**src/rtl/mc_ctrl_unit.sv**
```systemverilog
// mc_ctrl_unit: multi-cycle MIPS control unit.
// Walks each instruction through fetch, decode, execute, memory and writeback
// states and drives the datapath control lines as a Moore decode of the state.
// ALU_Control additionally decodes Fun in REX and OPcode in IEX.
//
// Ports:
//   clk, rst                 clock (rising edge), async active-low reset
//   OPcode, Fun              IR[31:26], IR[5:0]
//   zero                     ALU zero flag (branch qualification is done in the datapath)
//   MIO_ready                memory/IO access complete
//   ALU_Control ... PCSource datapath control outputs
//   CPU_MIO                  memory/IO access in progress
//   state_out                current state, for debug display
module mc_ctrl_unit #(
    parameter int unsigned ST_W = 4
) (
    input  logic            clk,
    input  logic            rst,
    input  logic [5:0]      OPcode,
    input  logic [5:0]      Fun,
    input  logic            zero,
    input  logic            MIO_ready,
    output logic [2:0]      ALU_Control,
    output logic            ALUSrc_A,
    output logic [1:0]      ALUSrc_B,
    output logic            RegWrite,
    output logic [1:0]      DatatoReg,
    output logic [1:0]      Branch,
    output logic            Jal,
    output logic            RegDst,
    output logic            MemRead,
    output logic            MemWrite,
    output logic            IorD,
    output logic            IRWrite,
    output logic            PCWrite,
    output logic            PCWriteCond,
    output logic [1:0]      PCSource,
    output logic            CPU_MIO,
    output logic [ST_W-1:0] state_out
);

    typedef enum logic [ST_W-1:0] {
        StIf    = ST_W'(0),
        StId    = ST_W'(1),
        StMaddr = ST_W'(2),
        StMrd   = ST_W'(3),
        StLwwb  = ST_W'(4),
        StMwr   = ST_W'(5),
        StRex   = ST_W'(6),
        StRwb   = ST_W'(7),
        StBeq   = ST_W'(8),
        StJ     = ST_W'(9),
        StIex   = ST_W'(10),
        StIwb   = ST_W'(11),
        StJal   = ST_W'(12)
    } state_e;

    localparam logic [5:0] OpRtype = 6'b000000;
    localparam logic [5:0] OpLw    = 6'b100011;
    localparam logic [5:0] OpSw    = 6'b101011;
    localparam logic [5:0] OpBeq   = 6'b000100;
    localparam logic [5:0] OpBne   = 6'b000101;
    localparam logic [5:0] OpJ     = 6'b000010;
    localparam logic [5:0] OpJal   = 6'b000011;
    localparam logic [5:0] OpAddi  = 6'b001000;
    localparam logic [5:0] OpAndi  = 6'b001100;
    localparam logic [5:0] OpOri   = 6'b001101;
    localparam logic [5:0] OpSlti  = 6'b001010;

    state_e     state_q;
    logic [2:0] rex_alu;
    logic       rex_ok;
    logic [2:0] iex_alu;

    // The datapath ANDs PCWriteCond/Branch with zero itself.
    logic unused_zero;
    assign unused_zero = zero;

    always_comb begin
        rex_alu = 3'b000;
        rex_ok  = 1'b1;
        case (Fun)
            6'b100000: rex_alu = 3'b010;
            6'b100010: rex_alu = 3'b110;
            6'b100100: rex_alu = 3'b000;
            6'b100101: rex_alu = 3'b001;
            6'b101010: rex_alu = 3'b111;
            default:   rex_ok  = 1'b0;
        endcase
    end

    always_comb begin
        iex_alu = 3'b010;
        case (OPcode)
            OpAndi:  iex_alu = 3'b000;
            OpOri:   iex_alu = 3'b001;
            OpSlti:  iex_alu = 3'b111;
            default: iex_alu = 3'b010;
        endcase
    end

    always_ff @(posedge clk or negedge rst) begin
        if (!rst) begin
            state_q <= StIf;
        end else begin
            case (state_q)
                StIf:    if (MIO_ready) state_q <= StId;
                StId: begin
                    case (OPcode)
                        OpLw, OpSw:                     state_q <= StMaddr;
                        OpRtype:                        state_q <= StRex;
                        OpBeq, OpBne:                   state_q <= StBeq;
                        OpJ:                            state_q <= StJ;
                        OpJal:                          state_q <= StJal;
                        OpAddi, OpAndi, OpOri, OpSlti:  state_q <= StIex;
                        default:                        state_q <= StIf;
                    endcase
                end
                StMaddr: state_q <= (OPcode == OpLw) ? StMrd :
                                    (OPcode == OpSw) ? StMwr : StIf;
                StMrd:   if (MIO_ready) state_q <= StLwwb;
                StMwr:   if (MIO_ready) state_q <= StIf;
                // Unknown Fun aborts without writeback.
                StRex:   state_q <= rex_ok ? StRwb : StIf;
                StIex:   state_q <= StIwb;
                default: state_q <= StIf;
            endcase
        end
    end

    always_comb begin
        ALU_Control = 3'b000;
        ALUSrc_A    = 1'b0;
        ALUSrc_B    = 2'b00;
        RegWrite    = 1'b0;
        DatatoReg   = 2'b00;
        Branch      = 2'b00;
        Jal         = 1'b0;
        RegDst      = 1'b0;
        MemRead     = 1'b0;
        MemWrite    = 1'b0;
        IorD        = 1'b0;
        IRWrite     = 1'b0;
        PCWrite     = 1'b0;
        PCWriteCond = 1'b0;
        PCSource    = 2'b00;
        CPU_MIO     = 1'b0;
        case (state_q)
            StIf: begin
                MemRead     = 1'b1;
                CPU_MIO     = 1'b1;
                ALUSrc_B    = 2'b01;
                ALU_Control = 3'b010;
                IRWrite     = MIO_ready;
                PCWrite     = MIO_ready;
            end
            StId: begin
                ALUSrc_B    = 2'b11;
                ALU_Control = 3'b010;
            end
            StMaddr: begin
                ALUSrc_A    = 1'b1;
                ALUSrc_B    = 2'b10;
                ALU_Control = 3'b010;
            end
            StMrd: begin
                MemRead = 1'b1;
                IorD    = 1'b1;
                CPU_MIO = 1'b1;
            end
            StLwwb: begin
                RegWrite  = 1'b1;
                DatatoReg = 2'b01;
            end
            StMwr: begin
                MemWrite = 1'b1;
                IorD     = 1'b1;
                CPU_MIO  = 1'b1;
            end
            StRex: begin
                ALUSrc_A    = 1'b1;
                ALU_Control = rex_alu;
            end
            StRwb: begin
                RegWrite = 1'b1;
                RegDst   = 1'b1;
            end
            StBeq: begin
                ALUSrc_A    = 1'b1;
                ALU_Control = 3'b110;
                PCWriteCond = 1'b1;
                PCSource    = 2'b01;
                Branch      = (OPcode == OpBne) ? 2'b10 : 2'b01;
            end
            StJ: begin
                PCWrite  = 1'b1;
                PCSource = 2'b10;
            end
            StJal: begin
                PCWrite   = 1'b1;
                PCSource  = 2'b10;
                Jal       = 1'b1;
                RegWrite  = 1'b1;
                DatatoReg = 2'b10;
            end
            StIex: begin
                ALUSrc_A    = 1'b1;
                ALUSrc_B    = 2'b10;
                ALU_Control = iex_alu;
            end
            StIwb: begin
                RegWrite = 1'b1;
            end
            default: ;
        endcase
        // Architectural writes are blocked combinationally while reset is held.
        if (!rst) begin
            PCWrite  = 1'b0;
            IRWrite  = 1'b0;
            RegWrite = 1'b0;
            MemWrite = 1'b0;
        end
    end

    assign state_out = state_q;

endmodule

```
**config.mk**
```make
export PLATFORM = sky130hd
export DESIGN_NAME = mc_ctrl_unit
export DESIGN_NICKNAME = d
export VERILOG_FILES = /design/src/rtl/mc_ctrl_unit.sv
export SDC_FILE = /design/constraint.sdc
export NUM_CORES = 1
export LEC_CHECK = 0
export CORE_MARGIN = 4
export CORE_UTILIZATION = 26
export CTS_CLUSTER_SIZE = 24
export DETAILED_ROUTE_END_ITERATION = 12
export GPL_ROUTABILITY_DRIVEN = 0
export SLEW_MARGIN = 25
export SYNTH_ARGS = -nofsm -noshare
export SYNTH_HDL_FRONTEND = slang
export SYNTH_SLANG_ARGS = --single-unit
```
**constraint.sdc**
```tcl
create_clock -name clk -period 3.35 [get_ports clk]
set_input_delay 0.335 -clock clk [delete_from_list [all_inputs] [get_ports clk]]
set_output_delay 0.335 -clock clk [all_outputs]
set_load 0.02 [all_outputs]
```
# ---- Yosys cells after proc, flatten, opt, wreduce, memory -nomap -nowiden
# Cells that the tools add are included.
dict set report word_totals {
  ff_bits 4
  in_bits 16
  out_inout_bits 26
  wordCells 78
}
dict set report op_classes {
  eq_ne 30
  mux 32
  n_reduce_logical 15
}
# cell n
set ops {}
lappend ops {{$eq 6x6->1 const B} 7}
lappend ops {{$pmux 4 s7} 1}
lappend ops {{$eq 6x4->1 const B} 4}
lappend ops {{$pmux 3 s4} 2}
lappend ops {{$pmux 4 s6} 1}
lappend ops {{$eq 4x4->1 const B} 5}
lappend ops {{$eq 4x3->1 const B} 4}
lappend ops {{$mux 1} 15}
lappend ops {{$eq 6x2->1 const B} 2}
lappend ops {{$eq 6x3->1 const B} 2}
lappend ops {{$mux 4} 3}
lappend ops {{$reduce_or 2->1} 6}
lappend ops {{$reduce_or 4->1} 3}
lappend ops {{$mux 3} 3}
lappend ops {{$pmux 3 s3} 1}
lappend ops {{$eq 4x2->1 const B} 2}
lappend ops {{$pmux 2 s2} 2}
lappend ops {{$logic_not 6->1} 1}
lappend ops {{$ne 2x2->1 const B} 3}
lappend ops {{$pmux 2 s3} 1}
lappend ops {{$reduce_or 3->1} 2}
lappend ops {{$reduce_or 5->1} 1}
lappend ops {{$eq 4x1->1 const B} 1}
lappend ops {{$logic_not 4->1} 1}
lappend ops {{3 further kinds} 4}

# ---- Depth between registers and ports, before layout
# Gate-level depths: netlist of the first run.
dict set report depth {
  depth_word 5
  ltp_mapped 6
  depth_no_buf 4
}

# ---- Least setup slack after synthesis of the first run
# No wires, ideal clock.
dict set report synth_path {
  path_kind {reg-to-output}
  from {reg state_q[0] (netlist: state_out[0])}
  to {out Branch[0]}
  arrival_time_ns 1.963
  required_ns 3.015
  path_slack_ns 1.052
  stages_incl_launch_ff 5
  path_buffers 2
  cell_sequence {dfrtp_1 clkbuf_1 clkbuf_1 nor3_1 nor2b_1}
}
dict set report synth_via {
  elab_chain_cells 2
}
# item line
set synth_rtl {}
lappend synth_rtl {{start, declared} 70} ;# state_e state_q;
lappend synth_rtl {{start signal, assigned} 104} ;# state_q <= StIf;
lappend synth_rtl {{start signal, assigned} 107} ;# StIf: if (MIO_ready) state_q <= StId;
lappend synth_rtl {{start signal, assigned} 110} ;# OpLw, OpSw: state_q <= StMaddr;
lappend synth_rtl {{$eq 4x4->1} 148} ;# case (state_q)
lappend synth_rtl {{$mux 2} 148}
lappend synth_rtl {{end, declared} 28} ;# output logic [1:0] Branch,
# Every way passes these cells.

# ---- Worst setup path after layout of the first run
dict set report layout_path {
  from {in OPcode[1]}
  to {out Branch[1]}
}
dict set report layout_via {
  elab_chain_cells 3
}
# item line
set layout_rtl {}
lappend layout_rtl {{start, declared} 19} ;# input logic [5:0] OPcode,
lappend layout_rtl {{$eq 6x3->1} 193} ;# Branch = (OPcode == OpBne) ? 2'b10 : 2'b01;
lappend layout_rtl {{$mux 2} 193}
lappend layout_rtl {{$mux 2} 148}
# Every way passes these cells.

==> summary.md, run 1 <==
| Metric | Value |
|---|---|
| Leading area contributor after synthesis | `dfrtp_1` |
| Most frequent cells after synthesis | `9 x a21oi_1, 8 x clkbuf_1, 8 x nand2_1, 8 x nor2_1, 7 x nor3_1` |
| Rel. slew slack | `around three fifths` |
| CP Max Fanout | `11` |
| Most common cell in the netlist | `a21oi_1` |
| Layout Nets | `158` |
| Height of the die | `between 60 and 70 um` |
| Ys async rst share | `100%` |
| Sink Count | `4` |
| Transition time of the tightest slew-check pin | `614 ps` |
| Post-synthesis sequential area ratio | `a little over an eighth` |
| Fmax | `about 350 MHz` |
| Clock buffer depth | `2` |
| Final Hold Fails | `0` |
| Final setup viols | `0` |
| Core area | `between 2000 and 3000 sq um` |
| Top delay family on crit path | `buffers and inverters` |
| Highest-delay cell along the critical path | `or4b_1` |
| Sequential Area | `100 sq um` |
| Syn Inst Count | `roughly 110` |
| Maximum vdd drop | `roughly 0.37 mV` |
| Number of flip-flops in the largest register | `4` |
| CP peak stage delay | `just over 600 ps` |
| Synth top area cells | `dfrtp_1 13%, a21oi_1 6.1%, nor3_1 4.7%, nand2b_1 4.2%, nor2b_1 4.2%` |
| Synth warnings | `0` |
| CTS Buf Count | `3` |
| Setup TNS | `0 ps` |
| Unique masters post-synth | `41` |
| Clk_lat worst skew | `approximately 230 ps` |
| PwrDens | `slightly above 400 nW/um^2` |
| Setup bufs post-CTS | `0` |
| Number of vias per cell | `between 5 and 6` |
| Max-cap viol count | `0` |
| CTS tree | `done` |
| RSZ-0062 raised after global routing | `false` |
| CTS Hold Buffers Added | `0` |
| Most used cell, CP | `clkdlybuf4s50_1` |
| Multi-input gate area | `roughly 570 sq um` |
| WL per Instance | `~14 um` |
| Status | `finished clean` |
| Area Growth Syn to Fin | `53.8%` |
| Largest net degree at the start of global routing | `22` |
| Hpwl dp | `1.84 mm` |
| Post-layout util | `41.5%` |
| Initial antenna violation count | `0` |
| Die area | `about 3800 sq um` |
| Root Buffer | `clkbuf_4` |
| Routed wl met3 | `approximately 80 um` |
| Post-Synthesis Cell Area | `~740 sq um` |
| DR top layer | `met4` |
| Element type at the critical path start | `primary input` |
| Met2 WL | `roughly 1.2 mm` |
| FP Rows | `19` |
| Synth Register Bits | `4` |
| # DRC | `0` |
| CP arrival | `around 2600 ps` |
| PortBufs | `40` |
| WP buf/inv | `2` |
| Fin. max-slew vios | `0` |
| Hold/Removal Path Class | `primary input to async pin` |
| Diode count | `0` |
| Starting Density | `roughly 27%` |
| Die X-Extent | `between 60 and 70 um` |
| Met1 wire length | `about 1.0 mm` |
| Synth Area per Inst | `~6.8 sq um` |
| Drt total wl | `between 2 and 2.5 mm` |
| Crit path cell chain | `clkdlybuf4s50_1 > or4b_1 > nor3b_1 > and2_1 > clkdlybuf4s50_1` |
| Main synth FF type | `dfrtp_1` |
| Clock-pin slew on the worst setup and hold paths | `~40 ps` |
| Fill cells | `roughly 310` |
| Gr ovfl total | `0` |
| Fin crit share | `around 86%` |
| Crit Path Class | `primary input to output port` |
| Antenna viol nets, final | `0` |
| Share of post-route cells with drive strength above 1 | `between 3 and 4%` |
| Critical path capture point type | `output port` |
| Min Clock Period, post-route | `slightly below 3000 ps` |
| # IOs | `42` |
| Post-cts sizing count | `0` |
| First-pass detailed-route iteration total | `4` |
| Vias | `between 900 and 1,000` |
| Vias in the first global route | `857` |
| Clock Skew | `2.71 ps` |
| CP Data Required Time | `3010 ps` |
| Tot GR Track Use | `around an eighth` |
| Clock H-tree levels | `1` |
| Post-synth top area share | `13.4%` |
| Number of flops mapped to enable cells by yosys | `0` |
| First-pass GRT wire length | `~3.8 mm` |
| Syn nets | `~130` |
| Static leakage | `around 0.43 nW` |
| Initial drt markers | `35` |
-- cells in the final DEF (no fill, tap or decap), drive strengths merged, types with 2 or more instances in the layout --
master / Yosys / layout
nor4: 2 / 2
nand3: 5 / 5
a21oi: 9 / 9
nor2: 8 / 8
o21ai: 3 / 3
nor3b: 3 / 3
clkdlybuf4s50: 0 / 40
nand2b: 5 / 5
nor2b: 5 / 5
clkbuf: 8 / 3
o31ai: 4 / 4
inv: 3 / 3
a211o: 2 / 2
or4b: 2 / 2
xor2: 2 / 2
nand2: 8 / 8
nor4bb: 2 / 2
nor3: 7 / 7
and3: 3 / 3
dfrtp: 4 / 4
and2: 3 / 3
-- final timing paths --
kind | startpoint | end | depth (start not counted) | slack [ps]
worst max-delay path | OPcode[1] | Branch[1] | 5 | 460
min in group clk | state_out[3] | state_out[3] | 2 | 750
max in group asynchronous | rst | state_out[1] | 1 | 2780
worst max register to register | state_out[1] | state_out[0] | 4 | 1580
worst min register to register | state_out[3] | state_out[3] | 2 | 750
worst min-delay path | rst | state_out[3] | 1 | 350
-- cell families (layout without fill, tap and decap cells) --
family          Yosys count  after routing  synth area share, %
mux                       1              1                 1.34
buf+inv                  15             46                 9.75
compound gates           28             28                 26.6
xor+xnor                  3              3                 3.53
simple gates             58             58                 45.4
flops                     4              4                 13.4
-- per-layer routing --
metal  vias to the layer above  GRT usage, %
met2                        12          24.1
li1                        468             -
met5                         -             0
met3                         2          1.89
met4                         0          4.55
met1                       436          15.2
-- final cells by class --
class	instances	share of cell area, %
Inverter	3	0.984
Clock buffer	3	1.97
Multi-Input combinational cell	90	49.9
Tap cell	31	3.39
Sequential cell	4	8.74
Timing Repair Buffer	40	35.0
-- worst reg2reg max path, stage by stage (launching register included) --
cell and delay [ps]:
dfrtp_1 720, nor4bb_1 450, nand4_1 210, o31ai_1 150, a211o_1 170
-- report_power, final --
group          total, mW  internal, mW  switching [mW]
clock network     0.0573        0.0399          0.0174
logic              0.315         0.156           0.159
registers          0.103        0.0571          0.0462
-- stage by stage --
| stage | total power, mW | cell area [sq um] | setup slack [ps] | instances | hold WS, ps |
|---|---|---|---|---|---|
| CTS | 0.483 | 1140 | 462 | 171 | 347 |
| floorplan | 0.280 | 744 | 1050 | 109 | 39.4 |
| global placement | 0.420 | 1120 | 496 | 168 | 601 |
| detailed placement | 0.421 | 1120 | 473 | 168 | 599 |
| finish | 0.475 | 1140 | 457 | 171 | 351 |
| global route | 0.518 | 1140 | 319 | 171 | 369 |
Note: power is estimated with default switching activity, not from simulation.
==> run 2, diff against run 1 <==
ABC_CLOCK_PERIOD_IN_PS = 3350   (was not set)
==> results of run 2 <==
No change in the layout: final DEF, timing and power equal those of run 1.
==> run 3, diff against run 2 <==
PLACE_DENSITY_LB_ADDON = 0.2   (was not set)
==> run 3 against run 2 <==
Effect of this change:
- final area grew 1.3%
- critical path depth unchanged
- utilization increased by 0.54 points
==> summary.md, run 3 (synthesis gave the netlist of run 1 again) <==
| Metric | Value |
|---|---|
| Status | `finished clean` |
| Largest net degree at the start of global routing | `20` |
| CP arrival | `2540 ps` |
| Critical path capture point type | `output port` |
| Die area | `roughly 3800 sq um` |
| Number of flip-flops in the largest register | `4` |
| Crit Path Class | `primary input to output port` |
| Met1 track demand over resource | `about a fifth` |
| Diode count | `0` |
| Sink Count | `4` |
| CP Data Required Time | `about 3000 ps` |
| Area Growth Syn to Fin | `55.8%` |
| Post-layout util | `between 40% and 50%` |
| Commonest non-fill, non-tap cell in the layout | `clkdlybuf4s50_1` |
| Die X-Extent | `about 62 um` |
| Setup bufs post-CTS | `0` |
| Share of post-route cells with drive strength above 1 | `4.93%` |
| Initial antenna violation count | `0` |
| Height of the die | `between 60 and 70 um` |
| Drt total wl | `between 2 and 2.5 mm` |
| Initial drt markers | `45` |
| # IOs | `42` |
| Max-cap viol count | `0` |
| WL per Instance | `14.1 um` |
| Vias | `957` |
| Transition time of the tightest slew-check pin | `roughly 570 ps` |
| Tot GR Track Use | `between 10% and 20%` |
| First-pass detailed-route iteration total | `4` |
| Rel. slew slack | `about 62%` |
| Final setup viols | `0` |
| # DRC | `0` |
| Maximum vdd drop | `0.272 mV` |
| Clock Skew | `approximately 1.8 ps` |
| Layout Nets | `160` |
| Fill cells | `302` |
| First-pass GRT wire length | `3.95 mm` |
| Final Hold Fails | `0` |
| Fin. max-slew vios | `0` |
| GRT met2 Usage | `about a fifth` |
| Setup TNS | `0 ps` |
| PortBufs | `40` |
| Static leakage | `0.441 nW` |
| CTS Buf Count | `3` |
| Clock buffer depth | `2` |
| Number of vias per cell | `5.53` |
| Busiest layer in global routing | `met2` |
| Clock H-tree levels | `1` |
| Fin crit share | `85.9%` |
| Root Buffer | `clkbuf_4` |
| Hpwl dp | `1.88 mm` |
| FP Rows | `19` |
| Clk_lat worst skew | `230 ps` |
| Core area | `~2800 sq um` |
| Vias in the first global route | `approximately 860` |
| Fmax | `roughly 350 MHz` |
| Hold/Removal Path Class | `primary input to async pin` |
| PwrDens | `roughly 420 nW/um^2` |
| Most frequent cells in the layout | `40 x clkdlybuf4s50_1, 9 x a21oi_1, 8 x nor2_1, 8 x nand2_1, 7 x nor3_1` |
| CTS Hold Buffers Added | `0` |
| CP Max Fanout | `11` |
| CTS tree | `done` |
| Post-cts sizing count | `0` |
| Antenna viol nets, final | `0` |
| Element type at the critical path start | `primary input` |
| Min Clock Period, post-route | `between 2000 and 3000 ps` |
| Grt met3 use | `3.14%` |
| Gr ovfl total | `0` |
| Clock-pin slew on the worst setup and hold paths | `roughly 40 ps` |
| Starting Density | `between 20% and 30%` |
| RSZ-0062 raised after global routing | `false` |
run 3: cell count changes in the layout (fill, tap and decap cells not counted):
cell | before | now
buf_4 | 0 | 2
run 3: layout make-up:
| class | count | area, sq um | share of cell area (%) |
|---|---|---|---|
| Clock buffer | 3 | 22.5 | 1.94 |
| Multi-Input combinational cell | 90 | 572 | 49.3 |
| Timing Repair Buffer | 42 | 415 | 35.8 |
| Tap cell | 31 | 38.8 | 3.34 |
| Sequential cell | 4 | 100 | 8.63 |
| Inverter | 3 | 11.3 | 0.971 |
run 3: per-stage QoR:
stage,hold slack [ps],setup slack [ps],cells,power (mW),cell area (sq um)
final,375,472,173,0.482,1160
after floorplan,39.4,1050,109,0.280,744
after global placement,606,497,170,0.423,1140
after detailed placement,625,439,170,0.424,1140
after CTS,360,432,173,0.488,1160
after global routing,378,254,173,0.520,1160
run 3: path summary, 6_finish.rpt:
kind                                   start           end  slack, ps  depth (start not counted)
worst max-delay path               OPcode[1]     Branch[1]        470                          5
worst min-delay path                     rst  state_out[3]        370                          1
worst max register to register  state_out[0]  state_out[3]       1670                          4
worst min register to register  state_out[3]  state_out[3]        770                          2
max in group asynchronous                rst  state_out[2]       2720                          1
min in group clk                state_out[3]  state_out[3]        770                          2
run 3: critical path, stage by stage:
cell	delay, ps
clkdlybuf4s50_1	560
or4b_1	610
nor3b_1	270
and2_1	160
clkdlybuf4s50_1	600
run 3: routing by layer:
layer / vias to the layer above / part of all wire (%)
met5: - / 0
met4: 0 / 0
met3: 0 / 7.1
met2: 38 / 45
met1: 445 / 47
li1: 474 / -
run 3: where the power goes:
part | internal (mW) | total [mW] | switching [mW]
sequential | 0.0573 | 0.0957 | 0.0384
combinational | 0.159 | 0.327 | 0.168
clock | 0.0400 | 0.0594 | 0.0193
total | 0.256 | 0.482 | 0.226
